`src/rtl/exec_sequencer.sv`:
```
// exec_sequencer
// Multi-cycle instruction sequencer for the 8-bit execute stage. It fetches
// 16-bit instruction words, holds them in the instruction register (IR), and
// splits them into execute-stage control fields. It also gates the execute
// enable, issues register/memory write strobes, latches the ALU flags and
// resolves jump/branch/halt by owning the 6-bit PC.
//
// Build option:
//   EXEC_SEQ_SINGLE_STEP_EN - adds a 'step' input and a PAUSE state that is
//                             entered after every writeback. The sequencer
//                             leaves PAUSE on a cycle with step=1.
//
// Instruction cycle: FETCH (waits for instr_valid) -> DECODE -> EXEC (1 cycle,
// or MULDIV_LAT cycles for mul/div) -> WB -> FETCH. Opcode 11111 halts the
// sequencer in DECODE, and only reset leaves HALTED.
//
// Every strobe and status output is a register. Each one is loaded on the
// edge that enters the state it belongs to, so it is glitch-free and reflects
// the current state.

module exec_sequencer #(
    parameter int         MULDIV_LAT = 2,     // EXEC dwell for mul/div, legal range 1..7
    parameter logic [5:0] PC_RESET   = 6'd0   // PC value loaded on reset
) (
    input  logic        clk,
    input  logic        reset,
    input  logic        start,
`ifdef EXEC_SEQ_SINGLE_STEP_EN
    input  logic        step,
`endif
    output logic        instr_req,
    output logic [5:0]  instr_addr,
    input  logic        instr_valid,
    input  logic [15:0] instr_data,
    output logic [4:0]  opcode,
    output logic        am,
    output logic [2:0]  rd,
    output logic [2:0]  rs1,
    output logic [2:0]  rs2,
    output logic [2:0]  s_r_amount,
    output logic [3:0]  mem_addr,
    output logic        exec_enable,
    output logic        reg_we,
    output logic        reg_we_wide,
    output logic        mem_we,
    input  logic        zero_in,
    input  logic        carry_in,
    input  logic        parity_in,
    output logic        z_flag,
    output logic        c_flag,
    output logic        p_flag,
    output logic [5:0]  pc,
    output logic        busy,
    output logic        halted
);

    // ------------------------------------------------------------------
    // Opcodes that the sequencer itself needs to recognise
    // ------------------------------------------------------------------
    localparam logic [4:0] OP_MUL   = 5'b00011;
    localparam logic [4:0] OP_DIV   = 5'b00100;
    localparam logic [4:0] OP_STORE = 5'b01100;
    localparam logic [4:0] OP_JUMP  = 5'b01101;
    localparam logic [4:0] OP_BZ    = 5'b01110;
    localparam logic [4:0] OP_BC    = 5'b10110;
    localparam logic [4:0] OP_BP    = 5'b10111;
    localparam logic [4:0] OP_BNZ   = 5'b11000;
    localparam logic [4:0] OP_CMP   = 5'b11001;
    localparam logic [4:0] OP_HALT  = 5'b11111;

    // Final EXEC count value for mul/div. Only the range 1..7 is legal, so
    // the value always fits the 3-bit dwell counter.
    localparam logic [2:0] MULDIV_LAST = 3'(MULDIV_LAT - 1);

    typedef enum logic [2:0] {
        S_IDLE    = 3'd0,
        S_FETCH   = 3'd1,
        S_DECODE  = 3'd2,
        S_EXEC    = 3'd3,
        S_WB      = 3'd4,
        S_HALTED  = 3'd5
`ifdef EXEC_SEQ_SINGLE_STEP_EN
        ,S_PAUSE  = 3'd6
`endif
    } state_t;

    state_t      state;
    logic [15:0] ir;          // instruction register
    logic [2:0]  exec_cnt;    // EXEC dwell counter, cleared on entry to EXEC

    // Decoded properties of the instruction that is held in IR
    logic [4:0]  op;
    logic        is_muldiv;
    logic        upd_zp;      // last EXEC cycle latches z and p
    logic        upd_c;       // last EXEC cycle latches c
    logic        wr_reg;      // WB writes result[7:0] to rd
    logic        wr_mem;      // WB stores to mem_addr
    logic        take_pc;     // WB loads pc from IR[5:0]
    logic        exec_last;   // this is the final EXEC cycle

    // ------------------------------------------------------------------
    // Field outputs come straight from IR. rs2 and s_r_amount share IR[3:1]
    // because the opcode decides which meaning applies.
    // ------------------------------------------------------------------
    assign op         = ir[15:11];
    assign opcode     = ir[15:11];
    assign am         = ir[10];
    assign rd         = ir[9:7];
    assign rs1        = ir[6:4];
    assign rs2        = ir[3:1];
    assign s_r_amount = ir[3:1];
    assign mem_addr   = ir[3:0];
    assign instr_addr = pc;

    // Classify the IR opcode: flag update, write target and PC redirect.
    always_comb begin
        // NOTE: give every always_comb output a value before any branch, so
        // that no path holds a stale value and no latch is inferred.
        is_muldiv = 1'b0;
        upd_zp    = 1'b0;
        upd_c     = 1'b0;
        wr_reg    = 1'b0;
        wr_mem    = 1'b0;
        take_pc   = 1'b0;

        is_muldiv = (op == OP_MUL) || (op == OP_DIV);
        upd_zp    = (op inside {[5'b00001:5'b01010], [5'b10000:5'b10101], OP_CMP});
        upd_c     = (op inside {5'b00001, 5'b00010, 5'b00101, 5'b00110,
                                [5'b10000:5'b10011]});
        wr_reg    = (op inside {[5'b00000:5'b01011], [5'b10000:5'b10101]});
        wr_mem    = (op == OP_STORE);

        // A branch tests the flags as they stand at WB. The flags are
        // already updated by this instruction's EXEC when it updates them.
        case (op)
            OP_JUMP: take_pc = 1'b1;
            OP_BZ:   take_pc = z_flag;
            OP_BC:   take_pc = c_flag;
            OP_BP:   take_pc = p_flag;
            OP_BNZ:  take_pc = !z_flag;
            default: take_pc = 1'b0;
        endcase
    end

    // EXEC lasts one cycle, or MULDIV_LAT cycles for mul/div.
    assign exec_last = is_muldiv ? (exec_cnt == MULDIV_LAST) : (exec_cnt == 3'd0);

    // Sequencer FSM: state, PC, IR, flags and all registered strobes/status.
    always_ff @(posedge clk) begin
        if (reset) begin
            // Synchronous reset from any state. An instruction that is in
            // flight is dropped, and no strobe fires on the following cycle.
            state       <= S_IDLE;
            pc          <= PC_RESET;
            ir          <= 16'h0000;
            exec_cnt    <= 3'd0;
            instr_req   <= 1'b0;
            exec_enable <= 1'b0;
            reg_we      <= 1'b0;
            reg_we_wide <= 1'b0;
            mem_we      <= 1'b0;
            z_flag      <= 1'b0;
            c_flag      <= 1'b0;
            p_flag      <= 1'b0;
            busy        <= 1'b0;
            halted      <= 1'b0;
        end else begin
            // NOTE: non-blocking assignments throughout. Every register here
            // sees the pre-edge values of the others, whatever the order of
            // the statements below.
            // Strobes are single-state pulses. They drop by default, and the
            // transition into a state re-asserts the strobes that state owns.
            instr_req   <= 1'b0;
            exec_enable <= 1'b0;
            reg_we      <= 1'b0;
            reg_we_wide <= 1'b0;
            mem_we      <= 1'b0;

            case (state)
                S_IDLE: begin
                    if (start) begin
                        state     <= S_FETCH;
                        instr_req <= 1'b1;
                        busy      <= 1'b1;
                    end
                end

                S_FETCH: begin
                    if (instr_valid) begin
                        ir    <= instr_data;
                        pc    <= pc + 6'd1;          // 63 wraps to 0
                        state <= S_DECODE;
                    end else begin
                        instr_req <= 1'b1;           // hold the request
                    end
                end

                S_DECODE: begin
                    if (op == OP_HALT) begin
                        state  <= S_HALTED;
                        busy   <= 1'b0;
                        halted <= 1'b1;
                    end else begin
                        state       <= S_EXEC;
                        exec_cnt    <= 3'd0;
                        exec_enable <= 1'b1;
                    end
                end

                S_EXEC: begin
                    if (exec_last) begin
                        if (upd_zp) begin
                            z_flag <= zero_in;
                            p_flag <= parity_in;
                        end
                        if (upd_c) begin
                            c_flag <= carry_in;
                        end
                        state       <= S_WB;
                        reg_we      <= wr_reg;
                        reg_we_wide <= is_muldiv;
                        mem_we      <= wr_mem;
                    end else begin
                        exec_cnt    <= exec_cnt + 3'd1;
                        exec_enable <= 1'b1;
                    end
                end

                S_WB: begin
                    if (take_pc) begin
                        pc <= ir[5:0];
                    end
`ifdef EXEC_SEQ_SINGLE_STEP_EN
                    state <= S_PAUSE;
`else
                    state     <= S_FETCH;
                    instr_req <= 1'b1;
`endif
                end

`ifdef EXEC_SEQ_SINGLE_STEP_EN
                S_PAUSE: begin
                    if (step) begin
                        state     <= S_FETCH;
                        instr_req <= 1'b1;
                    end
                end
`endif

                S_HALTED: begin
                    // Only reset leaves HALTED.
                end

                default: begin
                    state  <= S_IDLE;
                    busy   <= 1'b0;
                    halted <= 1'b0;
                end
            endcase
        end
    end

endmodule

```
`config.mk`:
```
export PLATFORM = sky130hd
export DESIGN_NAME = exec_sequencer
export DESIGN_NICKNAME = d
export VERILOG_FILES = /design/src/rtl/exec_sequencer.sv
export SDC_FILE = /design/constraint.sdc
export NUM_CORES = 1
export LEC_CHECK = 0
export CORE_ASPECT_RATIO = 0.7
export CORE_MARGIN = 2
export CORE_UTILIZATION = 49
export CTS_CLUSTER_SIZE = 12
export DETAILED_ROUTE_END_ITERATION = 8
export PLACE_DENSITY_LB_ADDON = 0.08
export SLEW_MARGIN = 15
export SYNTH_ARGS = -nofsm -noshare
export SYNTH_HDL_FRONTEND = slang
export SYNTH_SLANG_ARGS = --single-unit
```
`constraint.sdc`:
```
create_clock -name clk -period 3.23 [get_ports clk]
set_clock_uncertainty 0.05 [all_clocks]
set_input_delay 0.646 -clock clk [delete_from_list [all_inputs] [get_ports clk]]
set_output_delay 0.646 -clock clk [all_outputs]
set_load 0.01 [all_outputs]
```
==> metrics.yaml, run 1 <==
cts_setup_buffers: 0
crit_slowest_cell: "o31ai_1"
required_ns: 3.41
cts.htree.levels: 2
hold-worst-slack_ns: 0.404
syn-num-nets: 280
synth_fa_ha_area_frac: 0.0248
peakVddDrop_mv: 0.333
vias: 1829
arrival_ns: 2.68
cts_max_path_buffers: 2
grt_pass1_vias: 1580
hold_class: "flip-flop to flip-flop"
start_kind: "flip-flop"
endpoint_kind: "flip-flop"
drt_wl_total_um: 4790
r2r-end: "instr_addr[0]$_SDFFE_PP0P_"
die_height_um: 57.7
drc: 0
synth_top_family_by_area: "simple AND/OR/NAND/NOR gates"
synth.distinct_cells: 48
first_iter_violations: 81
slew_violations: 0
drive_above_1_share: 0.0762
whs_endpoint: "ir[6]$_SDFFE_PP0P_"
portBuffers: 66
synthToLayoutAreaGrowth_pct: 33.7
netlist.area_leader.share: 0.377
synth_xor_area_frac: 0.00434
grt-ovfl-total: 0
ys_top_cells_by_area: "dfxtp_1 38%, a21oi_1 8.9%, nand2_1 7.3%"
ys.flop_type: "dfxtp_1"
vias_per_cell: 5.17
rsz0062_at_grt: "no"
finalSetupViolCount: 0
cts_tree: "done"
root_buffer: "clkbuf_8"
p_leak_nw: 0.946
syn_area_um2: 2020
wl_per_cell_um: 13.5
synth-edff-count: 0
grt_use_total: 0.216
r2r-start: "state[2]$_SDFFE_PP0P_"
ys_ff_latch: 38
grt_pass1_wl_um: 7620
path_cells: "nor3b_2, buf_4, o21ai_0, o31ai_1, o21ai_0, a21oi_1"
period_needed_ns: 2.50
synth.mux.area_fraction: 0.0354
criticalPathCategory: "flip-flop to flip-flop"
postRouteAntennaNets: 0
dp.cells: 346
cts_inserted_buffers: 5
grt_max_degree: 23
drv_cap: 0
fin_cells: 354
r2r.worst_path.cells: 6
yosysSeqAreaShare: 0.377
firstDrtPassIters: 4
postCtsResizedCells: 0
power.density_nw_per_um2: 381
mostFrequentLayoutCells: "66 x clkdlybuf4s50_1, 39 x nand2_1, 38 x dfxtp_1"
synth_cells: 253
ys_warn_count: 0
hold_path_depth: 2
r2r_slack_ns: 0.73
dieArea_um2: 4650
io_pins: 67
fin_nets: 328
worst_pin_slew_ns: 1.05
min_period_over_period: 0.776
coreArea_um2: 3950
start_util: 0.511
fin_tns_setup_ns: 0
diodes: 0
clock-sinks: 38
rows: 19
clk_pin_slew_ns: 0.08
hold_start: "ir[6]$_SDFFE_PP0P_"
max_stage_delay_ns: 0.85
crit_top_cell: "o21ai_0"
slew_headroom: 0.294
hold_viol_final: 0
insertion_delay_ns: 0.29
yosys.area_share.simple: 0.300
antenna_found_initial: 0
outcome: "finished, final reports clean"
async_flop_share: 0
mostFrequentLayoutCell: "clkdlybuf4s50_1"
cp_max_fo: 15
cts_hold_repair.buffers: 0
fmax_mhz: 399
die_w_um: 80.7
synth-compound-area-share: 0.168
place_congestion: 0.812
synth_top_cell_by_area: "dfxtp_1"
dp_hpwl_um: 3440
startpoint: "state[2]$_SDFFE_PP0P_"
syn_area_per_cell_um2: 7.97
cells by family (layout without fill, tap and decap cells):
logic type                 after synthesis  after routing
AOI/OAI and AO/OA                       58             58
xor gates and xnor gates                 1              1
buffers and inverters                   33             82
DFF                                     38             38
muxes                                    7              7
and+or+nand+nor                        112            112
adders and majority gates                4              4
critical path: cells and delay by family (launching register included):
kind / cells / cell delay, ns
AO/OA/AOI/OAI: 4 / 1.35
buffers and inverters: 1 / 0.20
flip-flops: 1 / 0.60
AND/OR/NAND/NOR: 1 / 0.24
metrics by stage:
step | area [um^2] | total power (W) | util | worst slack [ns]
3_5_place_dp | 2610 | 0.000699 | 0.660 | 0.784
4_1_cts | 2700 | 0.00104 | 0.683 | 0.760
3_3_place_gp | 2610 | 0.000697 | 0.660 | 0.843
6_report | 2700 | 0.00103 | 0.683 | 0.725
5_1_grt | 2700 | 0.00107 | 0.683 | 0.491
2_1_floorplan | 2020 | 0.000620 | - | 1.44
synthesized netlist by cell type (2+ instances only):
master	number
clkbuf_1	11
nor2_1	21
nor3_1	5
buf_4	12
nand2_1	39
o21ai_0	9
or2_2	3
buf_2	5
inv_1	4
and2_1	4
and3_1	3
nor2b_1	3
nand3b_1	2
nor3b_1	2
nor4_1	2
or3_1	3
nand2b_1	10
dfxtp_1	38
mux2i_1	6
a21oi_1	36
a211oi_1	3
nand3_1	3
ha_1	4
registers in the layout, summed over array words and instances, names as in the netlist:
name / count
reg_we: 1
exec_cnt: 3
instr_addr: 6
exec_enable: 1
mem_we: 1
instr_req: 1
halted: 1
p_flag: 1
state: 3
busy: 1
c_flag: 1
z_flag: 1
reg_we_wide: 1
ir: 16
area by class of cell:
class	instances	area, um^2
clock buffer	7	86.3
fill	351	1250
sequential	38	761
tap	52	65.1
inverter	4	15.0
multi-input combinational	182	1070
clock inverter	1	5.00
timing repair buffer	70	691
routing by layer:
layer  wire, um  track usage  vias to the layer above
met1       2410        0.317                      813
li1           -            -                      956
met3        326       0.0607                        6
met2       1990        0.304                       54
met4         63       0.0799                        0
met5          0            0                        -
report_power, final:
| part | switching [W] | total [W] | internal [W] |
|---|---|---|---|
| Combinational | 0.0000762 | 0.000171 | 0.0000945 |
| Clock | 0.000167 | 0.000339 | 0.000172 |
| Sequential | 0.0000310 | 0.000518 | 0.000487 |
how the worst max path moves through the flow:
stage	end
after detailed placement	instr_addr[4]$_SDFFE_PP0P_
after global routing	instr_addr[2]$_SDFFE_PP0P_
final	instr_addr[0]$_SDFFE_PP0P_
after floorplan	exec_cnt[2]$_SDFFE_PP0P_
after global placement	instr_addr[4]$_SDFFE_PP0P_
after CTS	instr_addr[4]$_SDFFE_PP0P_
No activity file was read; power rests on OpenSTA's default activity.
==> run 2: changes to the inputs <==
--- a/config.mk
+++ b/config.mk
@@ -7,7 +7,7 @@
 export LEC_CHECK = 0
 export CORE_ASPECT_RATIO = 0.7
 export CORE_MARGIN = 2
-export CORE_UTILIZATION = 49
+export CORE_UTILIZATION = 41
 export CTS_CLUSTER_SIZE = 12
 export DETAILED_ROUTE_END_ITERATION = 8
 export PLACE_DENSITY_LB_ADDON = 0.08
==> constraint.sdc (replaced) <==
create_clock -name clk -period 2.03 [get_ports clk]
set_clock_uncertainty 0.05 [all_clocks]
set_input_delay 0.406 -clock clk [delete_from_list [all_inputs] [get_ports clk]]
set_output_delay 0.406 -clock clk [all_outputs]
set_load 0.01 [all_outputs]
==> metrics.yaml, run 2 (synthesized netlist as in run 1, its figures left out) <==
outcome: "finished, final reports clean"  # unchanged
criticalPathCategory: "flip-flop to flip-flop"  # unchanged
drv_cap: 0  # unchanged
drt_wl_total_um: 5040  # was 4790 um
endpoint_kind: "flip-flop"  # unchanged
mostFrequentLayoutCell: "clkdlybuf4s50_1"  # unchanged
crit_slowest_cell: "or4b_1"  # was o31ai_1
clk_pin_slew_ns: 0.08  # about the same
cts_tree: "done"  # unchanged
crit_top_cell: "buf_4"  # was o21ai_0
fin_tns_setup_ns: 0  # unchanged
firstDrtPassIters: 6  # was 4
vias_per_cell: 5.01  # was 5.17
peakVddDrop_mv: 0.361  # was 0.333 mV
cts_max_path_buffers: 2  # unchanged
root_buffer: "clkbuf_8"  # unchanged
finalSetupViolCount: 0  # unchanged
mostFrequentLayoutCells: "66 x clkdlybuf4s50_1, 39 x nand2_1, 36 x a21oi_1, 36 x dfxtp_1, 21 x nor2_1"  # was 66 x clkdlybuf4s50_1, 39 x nand2_1, 38 x dfxtp_1
coreArea_um2: 4760  # was 3950 um^2
grt_pass1_vias: 1716  # was 1580
cts_inserted_buffers: 5  # unchanged
insertion_delay_ns: 0.29  # about the same
grt_use_total: 0.189  # was 0.216
portBuffers: 66  # unchanged
regMostFlops: "ir"  # unchanged
drive_above_1_share: 0.138  # was 0.0762
hold_path_depth: 2  # unchanged
r2r_slack_ns: 0.06  # was 0.73 ns
largest_reg_flops: 16  # unchanged
whs_endpoint: "ir[9]$_SDFFE_PP0P_"  # was ir[6]$_SDFFE_PP0P_
die_w_um: 87.8  # was 80.7 um
cp_max_fo: 5  # was 15
required_ns: 2.20  # was 3.41 ns
dp.cells: 377  # was 346
r2r.worst_path.cells: 7  # was 6
slew_headroom: 0.551  # was 0.294
p_leak_nw: 1.05  # was 0.946 nW
r2r-end: "state[2]$_SDFFE_PP0P_"  # was instr_addr[0]$_SDFFE_PP0P_
io_pins: 67  # unchanged
fin_nets: 344  # was 328
start_kind: "flip-flop"  # unchanged
first_iter_violations: 77  # was 81
fin_cells: 387  # was 354
max_stage_delay_ns: 0.49  # was 0.85 ns
drc: 0  # unchanged
worst_slack_ns: 0.0614  # was 0.725 ns
hold_viol_final: 0  # unchanged
r2r-start: "ir[11]$_SDFFE_PP0P_"  # was state[2]$_SDFFE_PP0P_
start_util: 0.424  # was 0.511
pre_cts_slack_ns: -0.135  # was 0.784 ns
hold_start: "ir[9]$_SDFFE_PP0P_"  # was ir[6]$_SDFFE_PP0P_
fmax_mhz: 508  # was 399 MHz
worst_path_dominant_cell_family: "simple AND/OR/NAND/NOR gates"  # was compound AO/OA/AOI/OAI gates
die_height_um: 62.7  # was 57.7 um
arrival_ns: 2.14  # was 2.68 ns
place_congestion: 0.798  # was 0.812
postRouteAntennaNets: 0  # unchanged
hold_class: "flip-flop to flip-flop"  # unchanged
slew_violations: 0  # unchanged
cts.htree.levels: 2  # unchanged
rows: 21  # was 19
synthToLayoutAreaGrowth_pct: 42.9  # was 33.7%
grt_pass1_wl_um: 8240  # was 7620 um
grt-ovfl-total: 0  # unchanged
clock-sinks: 38  # unchanged
hold-worst-slack_ns: 0.405  # was 0.404 ns
startpoint: "ir[11]$_SDFFE_PP0P_"  # was state[2]$_SDFFE_PP0P_
path_cells: "buf_4, and3b_1, o2111a_2, nor4_4, buf_4, or4b_1, a21oi_1"  # was nor3b_2, buf_4, o21ai_0, o31ai_1, o21ai_0, a21oi_1
diodes: 0  # unchanged
min_period_over_period: 0.970  # was 0.776
wl_per_cell_um: 13.0  # was 13.5 um
crit_buf_inv: 2  # was 1
grt_max_degree: 40  # was 23
antenna_found_initial: 0  # unchanged
vias: 1937  # was 1829
dp_hpwl_um: 3620  # was 3440 um
power.density_nw_per_um2: 602  # was 381 nW/um^2
worst_pin_slew_ns: 0.669  # was 1.05 ns
period_needed_ns: 1.97  # was 2.50 ns
dieArea_um2: 5510  # was 4650 um^2
==> run 2: worst min-delay path, delay by kind of cell (launching register included) <==
family	cells	cell delay, ns
DFF	1	0.31
and+or+nand+nor	1	0.05
AOI/OAI and AO/OA	1	0.05
==> run 2: repair_timing <==
action / 4_1_cts / 5_1_grt
pin swaps: 1 / 1
resized for setup: 1 / 4
hold buffers: 0 / 0
setup endpoints to repair: 6 / 8
buffers inserted: 0 / 2
==> run 2: layer usage <==
metal / routed length (um) / share of wire / track usage
met1: 2680 / 0.53 / 0.287
met2: 2050 / 0.41 / 0.258
met3: 279 / 0.055 / 0.0555
met4: 35 / 0.0069 / 0.0500
met5: 0 / 0 / 0
==> run 2: where the power goes <==
group / leakage, nW / internal [W] / switching, W
combinational: 0.681 / 0.000172 / 0.000149
clock: 0.0575 / 0.000343 / 0.000268
sequential: 0.309 / 0.000775 / 0.0000289
total: 1.05 / 0.00129 / 0.000445
==> run 2: worst max-delay path by stage <==
stage	end	slack, ns	depth (start not counted)
after floorplan	exec_cnt[2]$_SDFFE_PP0P_	0.24	6
after global placement	instr_addr[0]$_SDFFE_PP0P_	-0.08	6
after detailed placement	instr_addr[0]$_SDFFE_PP0P_	-0.14	6
after CTS	exec_cnt[2]$_SDFFE_PP0P_	0.07	6
after global routing	state[2]$_SDFFE_PP0P_	-0.01	7
final	state[2]$_SDFFE_PP0P_	0.06	7
==> run 2: area by class of cell <==
type                       instances  area (um^2)
inverter                           4         15.0
fill                             452         1870
timing repair buffer              86          823
sequential                        38          763
multi-input combinational        182         1080
tap                               69         86.3
clock buffer                       8          110
==> run 2: per-stage QoR <==
step	total power, W	cell area, um^2	util
floorplan	0.000986	2020	-
global placement	0.00114	2740	0.577
detailed placement	0.00114	2740	0.577
CTS	0.00175	2860	0.601
global route	0.00182	2880	0.606
finish	0.00174	2880	0.606
